## config.mk

```make
export PLATFORM = sky130hd
export DESIGN_NAME = hub75_bcm_driver
export DESIGN_NICKNAME = d
export VERILOG_FILES = /design/src/rtl/hub75_bcm_driver.sv
export SDC_FILE = /design/constraint.sdc
export NUM_CORES = 1
export LEC_CHECK = 0
export ABC_AREA = 1
export BUFFER_PORTS_ARGS = -buffer_cell sky130_fd_sc_hd__clkbuf_2
export CORE_ASPECT_RATIO = 1.4
export CORE_MARGIN = 2
export CORE_UTILIZATION = 56
export CTS_CLUSTER_DIAMETER = 40
export DETAILED_ROUTE_END_ITERATION = 10
export HOLD_SLACK_MARGIN = 0.05
export PLACE_DENSITY = 0.77
export SYNTH_ARGS = -nofsm -noshare
export SYNTH_HDL_FRONTEND = slang
export SYNTH_SLANG_ARGS = --single-unit
```

## constraint.sdc

```tcl
create_clock -name CLK_I -period 3 [get_ports CLK_I]
set_input_delay 0.3 -clock CLK_I [delete_from_list [all_inputs] [get_ports CLK_I]]
set_output_delay 0.3 -clock CLK_I [all_outputs]
set_load 0.05 [all_outputs]
```

## src/rtl/hub75_bcm_driver.sv

```systemverilog
// hub75_bcm_driver: two-bank HUB75 panel driver that streams pixel words from a
// synchronous framebuffer and drives binary-code-modulated output enable per bit-plane.
module hub75_bcm_driver #(
    parameter int COLS     = 32,
    parameter int ROW_BITS = 4,
    parameter int DEPTH    = 4,
    parameter int PRESCALE = 1,
    parameter int BASE_OE  = 8
) (
    input  logic                                CLK_I,
    input  logic                                RST_I,
    input  logic                                EN_I,
    output logic                                PIX_RD,
    output logic [ROW_BITS+$clog2(COLS)-1:0]    PIX_ADDR,
    input  logic [6*DEPTH-1:0]                  PIX_DATA,
    output logic                                R0,
    output logic                                G0,
    output logic                                B0,
    output logic                                R1,
    output logic                                G1,
    output logic                                B1,
    output logic [ROW_BITS-1:0]                 ADDR,
    output logic                                CLK_O,
    output logic                                LATCH,
    output logic                                OE,
    output logic                                FRAME_DONE
);
    localparam int CB      = $clog2(COLS);
    localparam int PW      = (DEPTH > 1) ? $clog2(DEPTH) : 1;
    localparam int SLOT    = 2 * PRESCALE;
    localparam int OE_MAX  = BASE_OE << (DEPTH - 1);
    localparam int CNT_MAX = (OE_MAX > SLOT) ? OE_MAX : SLOT;
    localparam int CW      = $clog2(CNT_MAX + 1);

    typedef enum logic [2:0] {
        S_IDLE    = 3'd0,
        S_FETCH   = 3'd1,
        S_SHIFT   = 3'd2,
        S_BLANK   = 3'd3,
        S_LATCH   = 3'd4,
        S_DISPLAY = 3'd5
    } state_t;

    state_t                r_state, w_state_nxt;
    logic [CW-1:0]         r_cnt, w_cnt_nxt;
    logic [CB-1:0]         r_col, w_col_nxt;
    logic [ROW_BITS-1:0]   r_row, w_row_nxt;
    logic [PW-1:0]         r_plane, w_plane_nxt;
    logic                  w_wrap;
    logic [CW-1:0]         w_oe_last;
    logic [5:0]            w_bit;
    logic                  w_load;
    logic                  w_pix_rd_d;
    logic [ROW_BITS+CB-1:0] w_pix_addr_d;
    logic                  w_clk_d;
    logic                  w_latch_d;
    logic                  w_oe_d;
    logic [ROW_BITS-1:0]   w_addr_d;
    logic [5:0]            w_rgb_d;

    // Bit [plane] of each colour field, ordered {B1,G1,R1,B0,G0,R0}
    for (genvar f = 0; f < 6; f++) begin : g_field
        logic [DEPTH-1:0] w_field;
        assign w_field  = PIX_DATA[f*DEPTH +: DEPTH] >> r_plane;
        assign w_bit[f] = w_field[0];
    end

    assign w_oe_last = (CW'(BASE_OE) << r_plane) - CW'(1);

    // State register and sequencing counters
    always_ff @(posedge CLK_I or posedge RST_I) begin
        if (RST_I) begin
            r_state <= S_IDLE;
            r_cnt   <= '0;
            r_col   <= '0;
            r_row   <= '0;
            r_plane <= '0;
        end else begin
            r_state <= w_state_nxt;
            r_cnt   <= w_cnt_nxt;
            r_col   <= w_col_nxt;
            r_row   <= w_row_nxt;
            r_plane <= w_plane_nxt;
        end
    end

    // Next-state and counter advancement
    always_comb begin
        w_state_nxt = r_state;
        w_cnt_nxt   = r_cnt;
        w_col_nxt   = r_col;
        w_row_nxt   = r_row;
        w_plane_nxt = r_plane;
        w_wrap      = 1'b0;
        case (r_state)
            S_IDLE: begin
                if (EN_I) begin
                    w_state_nxt = S_FETCH;
                    w_cnt_nxt   = '0;
                    w_col_nxt   = '0;
                    w_row_nxt   = '0;
                    w_plane_nxt = '0;
                end else begin
                    w_state_nxt = S_IDLE;
                end
            end
            S_FETCH: begin
                if (r_cnt == CW'(1)) begin
                    w_state_nxt = S_SHIFT;
                    w_cnt_nxt   = '0;
                    w_col_nxt   = '0;
                end else begin
                    w_cnt_nxt = r_cnt + CW'(1);
                end
            end
            S_SHIFT: begin
                if (r_cnt == CW'(SLOT - 1)) begin
                    w_cnt_nxt = '0;
                    if (r_col == CB'(COLS - 1)) begin
                        w_state_nxt = S_BLANK;
                    end else begin
                        w_col_nxt = r_col + CB'(1);
                    end
                end else begin
                    w_cnt_nxt = r_cnt + CW'(1);
                end
            end
            S_BLANK: begin
                if (r_cnt == CW'(PRESCALE - 1)) begin
                    w_state_nxt = S_LATCH;
                    w_cnt_nxt   = '0;
                end else begin
                    w_cnt_nxt = r_cnt + CW'(1);
                end
            end
            S_LATCH: begin
                if (r_cnt == CW'(PRESCALE - 1)) begin
                    w_state_nxt = S_DISPLAY;
                    w_cnt_nxt   = '0;
                end else begin
                    w_cnt_nxt = r_cnt + CW'(1);
                end
            end
            S_DISPLAY: begin
                if (r_cnt == w_oe_last) begin
                    w_cnt_nxt = '0;
                    if (r_plane != PW'(DEPTH - 1)) begin
                        w_plane_nxt = r_plane + PW'(1);
                        w_state_nxt = S_FETCH;
                    end else begin
                        w_plane_nxt = '0;
                        w_row_nxt   = r_row + ROW_BITS'(1);
                        if (&r_row) begin
                            w_wrap      = 1'b1;
                            w_state_nxt = EN_I ? S_FETCH : S_IDLE;
                        end else begin
                            w_state_nxt = S_FETCH;
                        end
                    end
                end else begin
                    w_cnt_nxt = r_cnt + CW'(1);
                end
            end
            default: begin
                w_state_nxt = S_IDLE;
                w_cnt_nxt   = '0;
            end
        endcase
    end

    // Output values for the upcoming cycle, derived from the next state
    always_comb begin
        w_load = ((r_state == S_FETCH) && (r_cnt == CW'(1))) ||
                 ((r_state == S_SHIFT) && (r_cnt == CW'(SLOT - 1)) && (r_col != CB'(COLS - 1)));
        w_pix_rd_d = ((w_state_nxt == S_FETCH) && (w_cnt_nxt == '0)) ||
                     ((w_state_nxt == S_SHIFT) && (w_cnt_nxt == '0) && (w_col_nxt != CB'(COLS - 1)));
        w_clk_d   = (w_state_nxt == S_SHIFT) && (w_cnt_nxt >= CW'(PRESCALE));
        w_latch_d = (w_state_nxt == S_LATCH);
        w_oe_d    = (w_state_nxt != S_DISPLAY);
        if ((w_state_nxt == S_FETCH) && (w_cnt_nxt == '0)) begin
            w_pix_addr_d = {w_row_nxt, CB'(0)};
        end else if (w_pix_rd_d) begin
            w_pix_addr_d = {w_row_nxt, w_col_nxt + CB'(1)};
        end else if (w_state_nxt == S_IDLE) begin
            w_pix_addr_d = '0;
        end else begin
            w_pix_addr_d = PIX_ADDR;
        end
        // The panel row only moves once the previous row's last plane has been shown
        if ((r_state == S_SHIFT) && (w_state_nxt == S_BLANK) && (r_plane == '0)) begin
            w_addr_d = r_row;
        end else begin
            w_addr_d = ADDR;
        end
        if (w_load) begin
            w_rgb_d = w_bit;
        end else if (w_state_nxt == S_IDLE) begin
            w_rgb_d = '0;
        end else begin
            w_rgb_d = {B1, G1, R1, B0, G0, R0};
        end
    end

    // Registered panel and framebuffer outputs
    always_ff @(posedge CLK_I or posedge RST_I) begin
        if (RST_I) begin
            PIX_RD     <= 1'b0;
            PIX_ADDR   <= '0;
            CLK_O      <= 1'b0;
            LATCH      <= 1'b0;
            OE         <= 1'b1;
            ADDR       <= '0;
            FRAME_DONE <= 1'b0;
            {B1, G1, R1, B0, G0, R0} <= 6'b000000;
        end else begin
            PIX_RD     <= w_pix_rd_d;
            PIX_ADDR   <= w_pix_addr_d;
            CLK_O      <= w_clk_d;
            LATCH      <= w_latch_d;
            OE         <= w_oe_d;
            ADDR       <= w_addr_d;
            FRAME_DONE <= w_wrap;
            {B1, G1, R1, B0, G0, R0} <= w_rgb_d;
        end
    end

endmodule

```

== Word level (Yosys, flattened, before mapping) ==
Cells that the tools add are included.
Cells by class
  $add $sub $neg: 6
  order comparisons: 1
  equal/unequal tests: 18
  shift-type cells: 7
  muxes and demuxes: 37
  reduce and logical (&&, ||, !) cells: 23
Operators by type and width (number)
  $mux 7: 4
  $pmux 7 s4: 1
  $mux 9: 3
  $mux 3: 8
  $shr 4x2->1: 6
  $mux 5: 4
  $pmux 3 s6: 1
  $pmux 5 s3: 1
  $logic_not 7->1: 2
  $eq 3x2->1 const B: 4
  $mux 4: 3
  $mux 6: 2
  $add 5x1->5 const B: 2
  $ne 5x5->1 const B: 2
  $eq 3x3->1 const B: 3
  $logic_and 1x1->1: 9
  $pmux 4 s2: 1
  $add 7x1->7 const B: 1
  $eq 7x1->1 const B: 1
  $eq 7x7->1: 1
  $ge 7x1->1 const B: 1
  $shl 4x2->7 const A: 1
  $sub 7x2->7 const B: 1
  $eq 3x1->1 const B: 2
  16 further kinds: 28
Word-level totals
  register bits after elaboration: 45
  input port bits: 27
  output and inout port bits: 24
  logic and storage cells: 110

== Logic depth before layout (Yosys ltp) ==
Gate-level depths: netlist of run 1.
  depth after elaboration: 11
  gate-level depth with buffers: 19
  depth with buffers taken out: 18

== Worst setup path after synthesis of run 1 ==
Ideal clock, no wire load.
  path kind: reg-to-reg
  from: register r_cnt[0]
  to: register PIX_ADDR[0]
  setup time: 0.120 ns
  data arrival time: 2.241 ns
  required time: 2.880 ns
  setup slack: 0.639 ns
  stages on the path, launching flop included: 16
  path buffers: 0
  period minus slack after synthesis: 2.361 ns
  cells stage by stage: dfrtp_1 ha_1 nand2_2 nor2_4 nand2_1 o21ai_0 nand2_1 and2_1 ha_1 nand2_1 a21oi_1 ha_1 nor2_4 o21ai_4 nand3_1 nand2_1
Between the ends
  elaborated cells on any way between the ends: 31
  those cells by class: add/sub: 2; eq/ne: 5; mux: 16; reduce/logical: 8
RTL lines
  start: declaration: RTL line 45  | logic [CW-1:0] r_cnt, w_cnt_nxt;
  start signal: assignment: RTL line 80  | r_cnt <= w_cnt_nxt;
  $eq 7x1->1 (*): RTL line 108, 117
  $mux 5 (on tied branches): RTL line 117, 108
  $pmux 5 s3 (*): RTL line 95  | case (r_state)
  net w_col_nxt[0]: RTL line 46  | logic [CB-1:0] r_col, w_col_nxt;
  branches (longest 5 deep; another with $add 5x1->5)
  end signal: assignment: RTL line 217  | PIX_ADDR <= w_pix_addr_d;
  end: declaration: RTL line 14  | output logic [ROW_BITS+$clog2(COLS)-1:0] PIX_ADDR,
Mark *: on every way through the listed nets, which the timed path passes.
A chain may end at the register's enable or synchronous reset.

== Final worst setup path of run 1 ==
  from: register r_cnt[1]
  to: register PIX_ADDR[2]
The elaborated chain is that of the path after synthesis.

==> results of run 1 <==
==> where the power goes <==
| group | internal, mW | switching, mW | leakage [nW] |
|---|---|---|---|
| sequential | 0.610 | 0.00234 | 0.522 |
| clock | 0.250 | 0.214 | 0.0554 |
| combinational | 0.0187 | 0.0382 | 1.20 |
| total | 0.879 | 0.255 | 1.78 |
==> worst paths after layout <==
path / cells after the start / endpoint
max: 16 / PIX_ADDR[2]
min: 2 / r_state[1]
max reg2reg: 16 / PIX_ADDR[2]
min reg2reg: 2 / ADDR[3]
max in group asynchronous: 2 / r_cnt[0]
min in group CLK_I: 5 / R0
==> placed cells by master (no fill, tap or decap), drive strengths merged <==
cell	n
inv	46
clkbuf	56
dfstp	1
o21ai	34
and2	3
ha	11
a21boi	1
bufinv	1
o21a	1
nand3	57
buf	2
or2	1
nand2	114
xor2	4
nand4	6
dfrtp	44
o22ai	6
nor3	4
o2111ai	1
o211ai	3
a21oi	8
nor2	39
a22oi	1
clkinv	4
==> timing repair <==
action / 4_1_cts / 5_1_grt
hold buffers: 0 / 0
hold endpoints to repair: 0 / 0
endpoints found under the setup margin: 0 / 9
resized for setup: 0 / 3
==> state kept, by name (all words and copies together) (netlist names), 2 cells and up <==
signal    flops
r_plane       2
ADDR          4
PIX_ADDR      9
r_cnt         7
r_row         4
r_col         5
r_state       3
==> worst max-delay path, cell delays in order, from the launching register on <==
cell and delay (ns):
dfrtp_1 0.43, inv_1 0.12, ha_1 0.16, nand2_2 0.09, nor2_4 0.19, nand2_1 0.12, o21ai_0 0.20, nand2_1 0.09
and2_1 0.19, ha_1 0.22, nand2_1 0.09, a21oi_1 0.05, ha_1 0.22, nor2_4 0.18, o21ai_4 0.11, nand3_1 0.08
nand2_1 0.07
==> metrics by stage <==
step                power (mW)  setup WS, ns
global placement        0.6816        0.4442
floorplan               0.6558        0.6391
global route             1.177     -0.001380
detailed placement      0.6823        0.3685
CTS                      1.144        0.2613
finish                   1.134        0.2619
==> cell families (layout without fill, tap and decap cells) <==
| kind of cell | count (synthesis) | after routing | synth area share [%] |
|---|---|---|---|
| simple gates | 224 | 224 | 37.57 |
| compound gates | 55 | 55 | 10.84 |
| flops | 45 | 45 | 38.16 |
| fa+ha+maj | 11 | 11 | 4.659 |
| xor+xnor | 4 | 4 | 1.186 |
| buf+inv | 55 | 109 | 7.581 |
==> area by class of cell <==
cell class / count / area share (%)
Clock buffer: 6 / 2.147
Clock inverter: 2 / 1.147
Inverter: 49 / 5.440
Multi-Input combinational cell: 294 / 47.59
Sequential cell: 45 / 33.38
Tap cell: 66 / 2.443
Timing Repair Buffer: 52 / 7.846
==> metal layers <==
metal  GRT usage, %  vias to the layer above  wire length (um)  share of wire (%)
met5              0                        -                 0                  0
met4          9.028                        0               160                2.2
met3          3.755                       11               197                2.8
met2          44.73                       44              3708                 52
met1          33.14                     1285              3046                 43
li1               -                     1394                 -                  -
==> flow_summary.yaml, run 1 <==
outcome:
  status: "finished, final reports clean"
layout:
  nFillCells: 461
  area_growth_pct: 14.44
  num_antenna_cells: 0
  nets: 485
  final_cells: 514
  final_core_util_pct: 66.03
  drive_gt1_share_pct: 25.45
  ff_latch_area_um2: 1129
  fin_area_um2: 3381
  multiInputGateArea_um2: 1609
floorplan:
  start_util_pct: 57.70
  die_x_um: 65.39
  die_area_um2: 5880
  ioPinCount: 51
  die_h_um: 89.94
  core_um2: 5120
  row_count: 31
logic_synthesis:
  yosysMostFrequentCell: "nand2_1"
  synth_area_um2: 2954
  yosysUniqueCellTypes: 39
  ys_warn_count: 0
  synth-seq-cells: 45
  synth_cells: 394
  syn_area_per_cell_um2: 7.498
  netlist_top_cells_area: "dfrtp_1, nand2_1, nand3_1"
  synth_top_area_share_pct: 37.27
  yosys.area.top_type: "dfrtp_1"
  synthTopCellsByCount: "nand2_1, nand3_1, dfrtp_1, inv_1, nor2_1"
  synthesis.nets: 432
  synthArstFlopShare_pct: 100.0
  synth_ff_type: "dfrtp_1"
  synth-edff-count: 0
  synth_seq_area_share_pct: 38.16
route:
  viasPerCell: 5.319
  first_pass_iters: 4
  wl_per_cell_um: 13.84
  ant_nets: 0
  first_iter_violations: 134
  vias: 2734
  drt-total-wl_um: 7113
  drc: 0
grt:
  grt_pass1_wl_um: 12140
  antenna_found_initial: 0
  grt_max_degree: 46
  grt_pass1_vias: 2702
  grt_use_total_pct: 26.11
  gr-total-overflow: 0
worst_setup_path:
  reg2reg_slack_ns: 0.26
  critical_path_peak_fanout: 9
  cp-startpoint: "r_cnt[1]"
  cp.arrival_ns: 2.93
  crit-reg2reg-launch: "r_cnt[1]"
  crit_type: "reg2reg"
  worstPathRequired_ns: 3.19
  startpoint_type: "flip-flop"
  crit_path_end_kind: "flip-flop"
sta:
  fin_crit_sh_pct: 91.27
  clock_skew_ns: 0.01169
  max_freq_mhz: 365.2
  hold_viol_final: 0
  whs_ns: 0.1852
  relSlewSlack_pct: 38.01
  tightestPinTransition_ns: 0.9285
  min_period_ns: 2.738
  slew_viol_final: 0
  setup_violations: 0
  tns_ns: 0
clocking:
  cts_tree: "done"
  cts_root_buffer: "clkbuf_8"
  post-cts-setup-buffer-count: 0
  numCtsBuffers: 5
  clock_path_buffers: 2
  clock_latency_ns: 0.31
  cts.sinks: 45
  clk_pin_slew_ns: 0.09
  htree_levels: 2
power_and_ir_drop:
  p_leak_nw: 1.781
  p_per_area_nw_per_um2: 335.3
  vdd_drop_max_mv: 0.2971
placed_design:
  placed_area_um2: 3262
  dp_hpwl_um: 5416
  portBuffers: 50
  dp_cells: 506
  gp_congestion: 0.8394
job:
  drv_cap: 0
hold_path:
  hp-class: "in2async"
Power figures use the tool's default switching activity.
==> run 2: changes to the inputs <==
--- a/config.mk
+++ b/config.mk
@@ -8,7 +8,7 @@
 export ABC_AREA = 1
 export BUFFER_PORTS_ARGS = -buffer_cell sky130_fd_sc_hd__clkbuf_2
 export CORE_ASPECT_RATIO = 1.4
-export CORE_MARGIN = 2
+export CORE_MARGIN = 1
 export CORE_UTILIZATION = 56
 export CTS_CLUSTER_DIAMETER = 40
 export DETAILED_ROUTE_END_ITERATION = 10
==> run 2 against run 1 <==
Clock power down 7.8%. Combinational power is essentially flat. Sequential cell count did not move. Sequential power barely moved. Wire length shrank 0.55%. Via count rose by 1.7%. Setup slack gained 0.061 ns. Power down 3.3%. Design area fell by 0.15%. Final cell count down 0.19%. Hold slack lost 0.0016 ns. Critical path depth rose by 1. Critical path type unchanged.
==> flow_summary.yaml, run 2 (same netlist as run 1, synthesis figures left out) <==
layout:
  nets: 486
  drive_gt1_share_pct: 25.61
  top_register: "PIX_ADDR"
  num_antenna_cells: 0
  final_common_cell: "nand2_1"
  top_regs: "PIX_ADDR: 9 flops, r_cnt: 7 flops, r_col: 5 flops"
  final_cells: 513
  mostFrequentLayoutCells: "nand2_1, clkbuf_2, nand3_1, dfrtp_1, inv_1"
  largest_reg_flops: 9
  nFillCells: 457
  area_growth_pct: 14.27
sta:
  max_freq_mhz: 373.5
  fin_crit_sh_pct: 89.24
  slew_viol_final: 0
  min_period_ns: 2.677
  rsz0062_at_grt: "false"
  tns_ns: 0
  clock_skew_ns: 0.006225
  tightestPinTransition_ns: 0.9019
  relSlewSlack_pct: 39.78
  setup_violations: 0
  hold_viol_final: 0
route:
  routed.top_layer: "met4"
  drt-total-wl_um: 7074
  met3WireLength_um: 252
  wl_per_cell_um: 13.79
  first_pass_iters: 5
  wl_met2_um: 3697
  viasPerCell: 5.421
  m1WireLength_um: 2990
  drc: 0
  first_iter_violations: 162
  ant_nets: 0
  vias: 2781
floorplan:
  core_um2: 4955
  die_h_um: 87.94
  start_util_pct: 59.62
  ioPinCount: 51
  die_x_um: 63.39
  die_area_um2: 5574
  row_count: 30
grt:
  gr-total-overflow: 0
  antenna_found_initial: 0
  grt_pass1_vias: 2735
  grt_pass1_wl_um: 12130
  grt_max_degree: 46
  grt_use_total_pct: 28.00
power_and_ir_drop:
  power_frac_comb_pct: 5.2
  switching_power_uw: 255.0
  total_power_mw: 1.097
  p_per_area_nw_per_um2: 324.9
  swShare_pct: 23.25
  p_leak_nw: 1.783
  vdd_drop_max_mv: 0.3090
  pwr-share-seq_pct: 55.8
  p_int_uw: 841.8
  power_frac_clock_pct: 39.0
clocking:
  cts.sinks: 45
  hold_buffers: 0
  cts_tree: "done"
  clk_pin_slew_ns: 0.09
  cts_root_buffer: "clkbuf_8"
  numCtsBuffers: 5
  post-cts-setup-buffer-count: 0
  clock_latency_ns: 0.30
  clock_path_buffers: 2
  htree_levels: 2
  post_cts_resized: 0
placed_design:
  portBuffers: 50
  dp_cells: 505
  gp_congestion: 0.8692
  dp_hpwl_um: 5434
hold_path:
  hp-class: "in2async"
worst_setup_path:
  worstPathRequired_ns: 3.24
  critical_path_peak_fanout: 8
  crit_type: "reg2reg"
  cp.arrival_ns: 2.91
  startpoint_type: "flip-flop"
  crit_path_end_kind: "flip-flop"
job:
  drv_cap: 0
outcome:
  status: "finished, final reports clean"
## run 2: cell count changes in the layout (fill, tap and decap cells not counted)
cell,previous run,this run
clkbuf_8,5,7
buf_4,2,3
inv_6,0,1
clkbuf_1,1,0
o21ai_2,2,1
bufinv_16,1,0
o21ai_1,2,3
clkinv_4,1,0
## run 2: layout make-up
class	count	area, um2	share of cell area, %
clock buffers	7	96.34	2.854
clock inverters	1	8.758	0.2595
inverters	49	183.9	5.448
multi-input cells	294	1605	47.55
flip-flops and latches	45	1129	33.43
well taps	64	80.08	2.372
repair buffers	53	272.8	8.080
## run 2: metal layers
layer  up-vias  GRT usage, %
li1       1391             -
met5         -             0
met2        64         52.61
met4         0         9.917
met1      1313         32.28
met3        13         3.646
## run 2: through the flow
stage | utilization (%) | setup WS [ns] | hold slack, ns | instance area [um2]
CTS | 68.06 | 0.2798 | 0.2135 | 3372
detailed placement | 65.93 | 0.3000 | 0.4777 | 3267
global route | 68.13 | 0.01342 | 0.2680 | 3376
finish | 68.13 | 0.3228 | 0.1837 | 3376
global placement | 65.93 | 0.4511 | 0.4729 | 3267
floorplan | - | 0.6391 | 0.4930 | 2954
## run 2: worst max-delay path, stage by stage, from the launching register on
cell and delay [ns]:
dfrtp_1 0.42, inv_1 0.11, ha_1 0.16, nand2_2 0.08, nor2_4 0.21, nand2_1 0.12, o21ai_0 0.18, nand2_1 0.07
and2_1 0.17, ha_1 0.22, nand2_1 0.09, a21oi_1 0.06, ha_1 0.23, nor2_4 0.18, nand2_4 0.08, nand2_4 0.09
nand2_1 0.07, nand2_1 0.08
## run 2: power groups by stage
stage	clock [mW]	combinational [mW]	sequential, mW
after CTS	0.438	0.0578	0.612
final	0.428	0.0569	0.612
after detailed placement	0	0.0574	0.624
after global placement	0	0.0566	0.624
after floorplan	0	0.0167	0.639
after global routing	0.465	0.0630	0.613
## run 2: path summary, 6_finish.rpt
path / endpoint / from / cells after the start / slack (ns)
max: PIX_ADDR[7] / r_cnt[1] / 17 / 0.32
max in group asynchronous: r_cnt[0] / RST_I / 2 / 2.21
min: PIX_ADDR[2] / RST_I / 2 / 0.18
min in group CLK_I: G0 / PIX_DATA[4] / 5 / 0.40
min reg2reg: ADDR[0] / ADDR[0] / 2 / 0.50
max reg2reg: PIX_ADDR[7] / r_cnt[1] / 17 / 0.32
==> run 3: changes to the inputs <==
--- a/config.mk
+++ b/config.mk
@@ -7,13 +7,13 @@
 export LEC_CHECK = 0
 export ABC_AREA = 1
 export BUFFER_PORTS_ARGS = -buffer_cell sky130_fd_sc_hd__clkbuf_2
-export CORE_ASPECT_RATIO = 1.4
+export CORE_ASPECT_RATIO = 0.75
 export CORE_MARGIN = 1
-export CORE_UTILIZATION = 56
+export CORE_UTILIZATION = 40
 export CTS_CLUSTER_DIAMETER = 40
 export DETAILED_ROUTE_END_ITERATION = 10
 export HOLD_SLACK_MARGIN = 0.05
-export PLACE_DENSITY = 0.77
+export PLACE_DENSITY = 0.57
 export SYNTH_ARGS = -nofsm -noshare
 export SYNTH_HDL_FRONTEND = slang
 export SYNTH_SLANG_ARGS = --single-unit
==> run 3 against run 2 <==
Power down 1.8%. Register-to-register slack got worse by 0.03 ns. Final cell count is 6.8% higher. First-iteration DRC count shrank 11%. Hold slack worse by 0.0013 ns. Utilization down 19 points. Critical path type unchanged.
==> flow_summary.yaml, run 3 (same netlist as run 1, synthesis figures left out) <==
outcome:
  status: "finished, final reports clean"
clocking:
  cts.sinks: 45
  post-cts-setup-buffer-count: 0
  htree_levels: 2
  clock_path_buffers: 2
  numCtsBuffers: 5
  cts_tree: "done"
  clk_pin_slew_ns: 0.10
  clock_latency_ns: 0.31
  post_cts_resized: 0
  cts_root_buffer: "clkbuf_8"
  hold_buffers: 0
sta:
  rsz0062_at_grt: "false"
  max_freq_mhz: 369.7
  clock_skew_ns: 0.01286
  setup_violations: 0
  slew_viol_final: 0
  tightestPinTransition_ns: 0.9613
  hold_viol_final: 0
  relSlewSlack_pct: 35.82
  min_period_ns: 2.705
  tns_ns: 0
  fin_crit_sh_pct: 90.16
grt:
  grt_max_degree: 46
  grt_pass1_wl_um: 11930
  gr-total-overflow: 0
  antenna_found_initial: 0
  grt_use_total_pct: 19.74
  grt_pass1_vias: 2470
power_and_ir_drop:
  power_frac_comb_pct: 5.3
  total_power_mw: 1.077
  swShare_pct: 25.92
  power_frac_clock_pct: 37.8
  p_leak_nw: 1.779
  switching_power_uw: 279.1
  p_per_area_nw_per_um2: 315.7
  pwr-share-seq_pct: 56.9
  p_int_uw: 797.5
  vdd_drop_max_mv: 0.1716
layout:
  ff_latch_area_um2: 1127
  mostFrequentLayoutCells: "nand2_1, clkbuf_2, nand3_1, dfrtp_1"
  top_regs: "PIX_ADDR: 9 flops, r_cnt: 7 flops, r_col: 5 flops"
  multiInputGateArea_um2: 1603
  area_growth_pct: 15.46
  top_register: "PIX_ADDR"
  fin_area_um2: 3411
  nFillCells: 708
  final_common_cell: "nand2_1"
  nets: 487
  num_antenna_cells: 0
  largest_reg_flops: 9
  drive_gt1_share_pct: 25.33
floorplan:
  row_count: 26
  ioPinCount: 51
  die_area_um2: 7737
  die_h_um: 76.43
  start_util_pct: 42.43
  die_x_um: 101.2
  core_um2: 6962
worst_setup_path:
  crit_path_end_kind: "flip-flop"
  crit_type: "reg2reg"
  worstPathRequired_ns: 3.19
  cp_num_buf_inv: 0
  critPathSlowestCell: "dfrtp_1"
  cp_top_family: "simple AND/OR/NAND/NOR gates"
  crit_top_cell: "nand2_1"
  startpoint_type: "flip-flop"
  critical_path_peak_fanout: 9
  cp.arrival_ns: 2.90
  path_cells: "ha_1 > nand2_2 > nor2_4 > nand2_1 > o21ai_0 > nand2_1 > and2_1 > ha_1 > nand2_1 > a21oi_1 > ha_1 > nor2_4 > o21ai_4 > nand3_1 > nand2_1"
  critPathMaxStageDelay_ns: 0.54
route:
  viasPerCell: 4.982
  first_iter_violations: 144
  wl_per_cell_um: 12.97
  vias: 2730
  drc: 0
  first_pass_iters: 5
  drt-total-wl_um: 7108
  ant_nets: 0
placed_design:
  gp_congestion: 0.8214
  placed_area_um2: 3317
  dp_hpwl_um: 5450
  portBuffers: 50
job:
  drv_cap: 0
hold_path:
  hp-class: "in2async"
==> run 3: changes by cell type in the layout (fill, tap and decap cells not counted), sizes merged <==
cell | before | now
clkinvlp | 0 | 1
clkinv | 3 | 4
buf | 3 | 4
clkbuf | 57 | 55
==> run 3: path summary, 6_finish.rpt <==
kind                                    from           to  slack [ns]  cells after the start
worst max-delay path                r_cnt[0]  PIX_ADDR[1]        0.30                     15
worst min-delay path                   RST_I  PIX_ADDR[6]        0.18                      2
worst max register to register      r_cnt[0]  PIX_ADDR[1]        0.30                     15
worst min register to register       ADDR[2]      ADDR[2]        0.50                      2
max in group asynchronous              RST_I        LATCH        2.22                      2
min in group CLK_I              PIX_DATA[12]           R1        0.39                      5
==> run 3: routing by layer <==
metal,wire length [um],track usage (%),vias to the layer above
met4,81,4.928,0
li1,-,-,1394
met5,0,0,-
met1,3668,30.06,1251
met2,3010,28.57,75
met3,348,3.486,10
==> run 3: power groups by stage <==
stage               clock [mW]  combinational [mW]  sequential (mW)
floorplan                    0              0.0167            0.639
global placement             0              0.0584            0.625
detailed placement           0              0.0584            0.624
CTS                      0.422              0.0584            0.613
global route             0.447              0.0644            0.613
finish                   0.407              0.0569            0.613
==> run 3: per-stage QoR <==
step	cells	hold slack [ns]	setup slack, ns	util, %
final	548	0.1824	0.2951	48.99
after global routing	548	0.2862	0.03444	48.99
after CTS	548	0.2140	0.2765	48.99
after detailed placement	540	0.4835	0.3016	47.65
after global placement	540	0.4833	0.3666	47.65
after floorplan	394	0.4930	0.6391	-
==> run 3: layout make-up <==
type | count | share of cell area (%)
Multi-Input combinational cell | 294 | 46.99
Sequential cell | 45 | 33.05
Timing Repair Buffer | 54 | 8.217
Inverter | 49 | 5.393
Tap cell | 98 | 3.595
Clock buffer | 5 | 2.018
Clock inverter | 3 | 0.7337
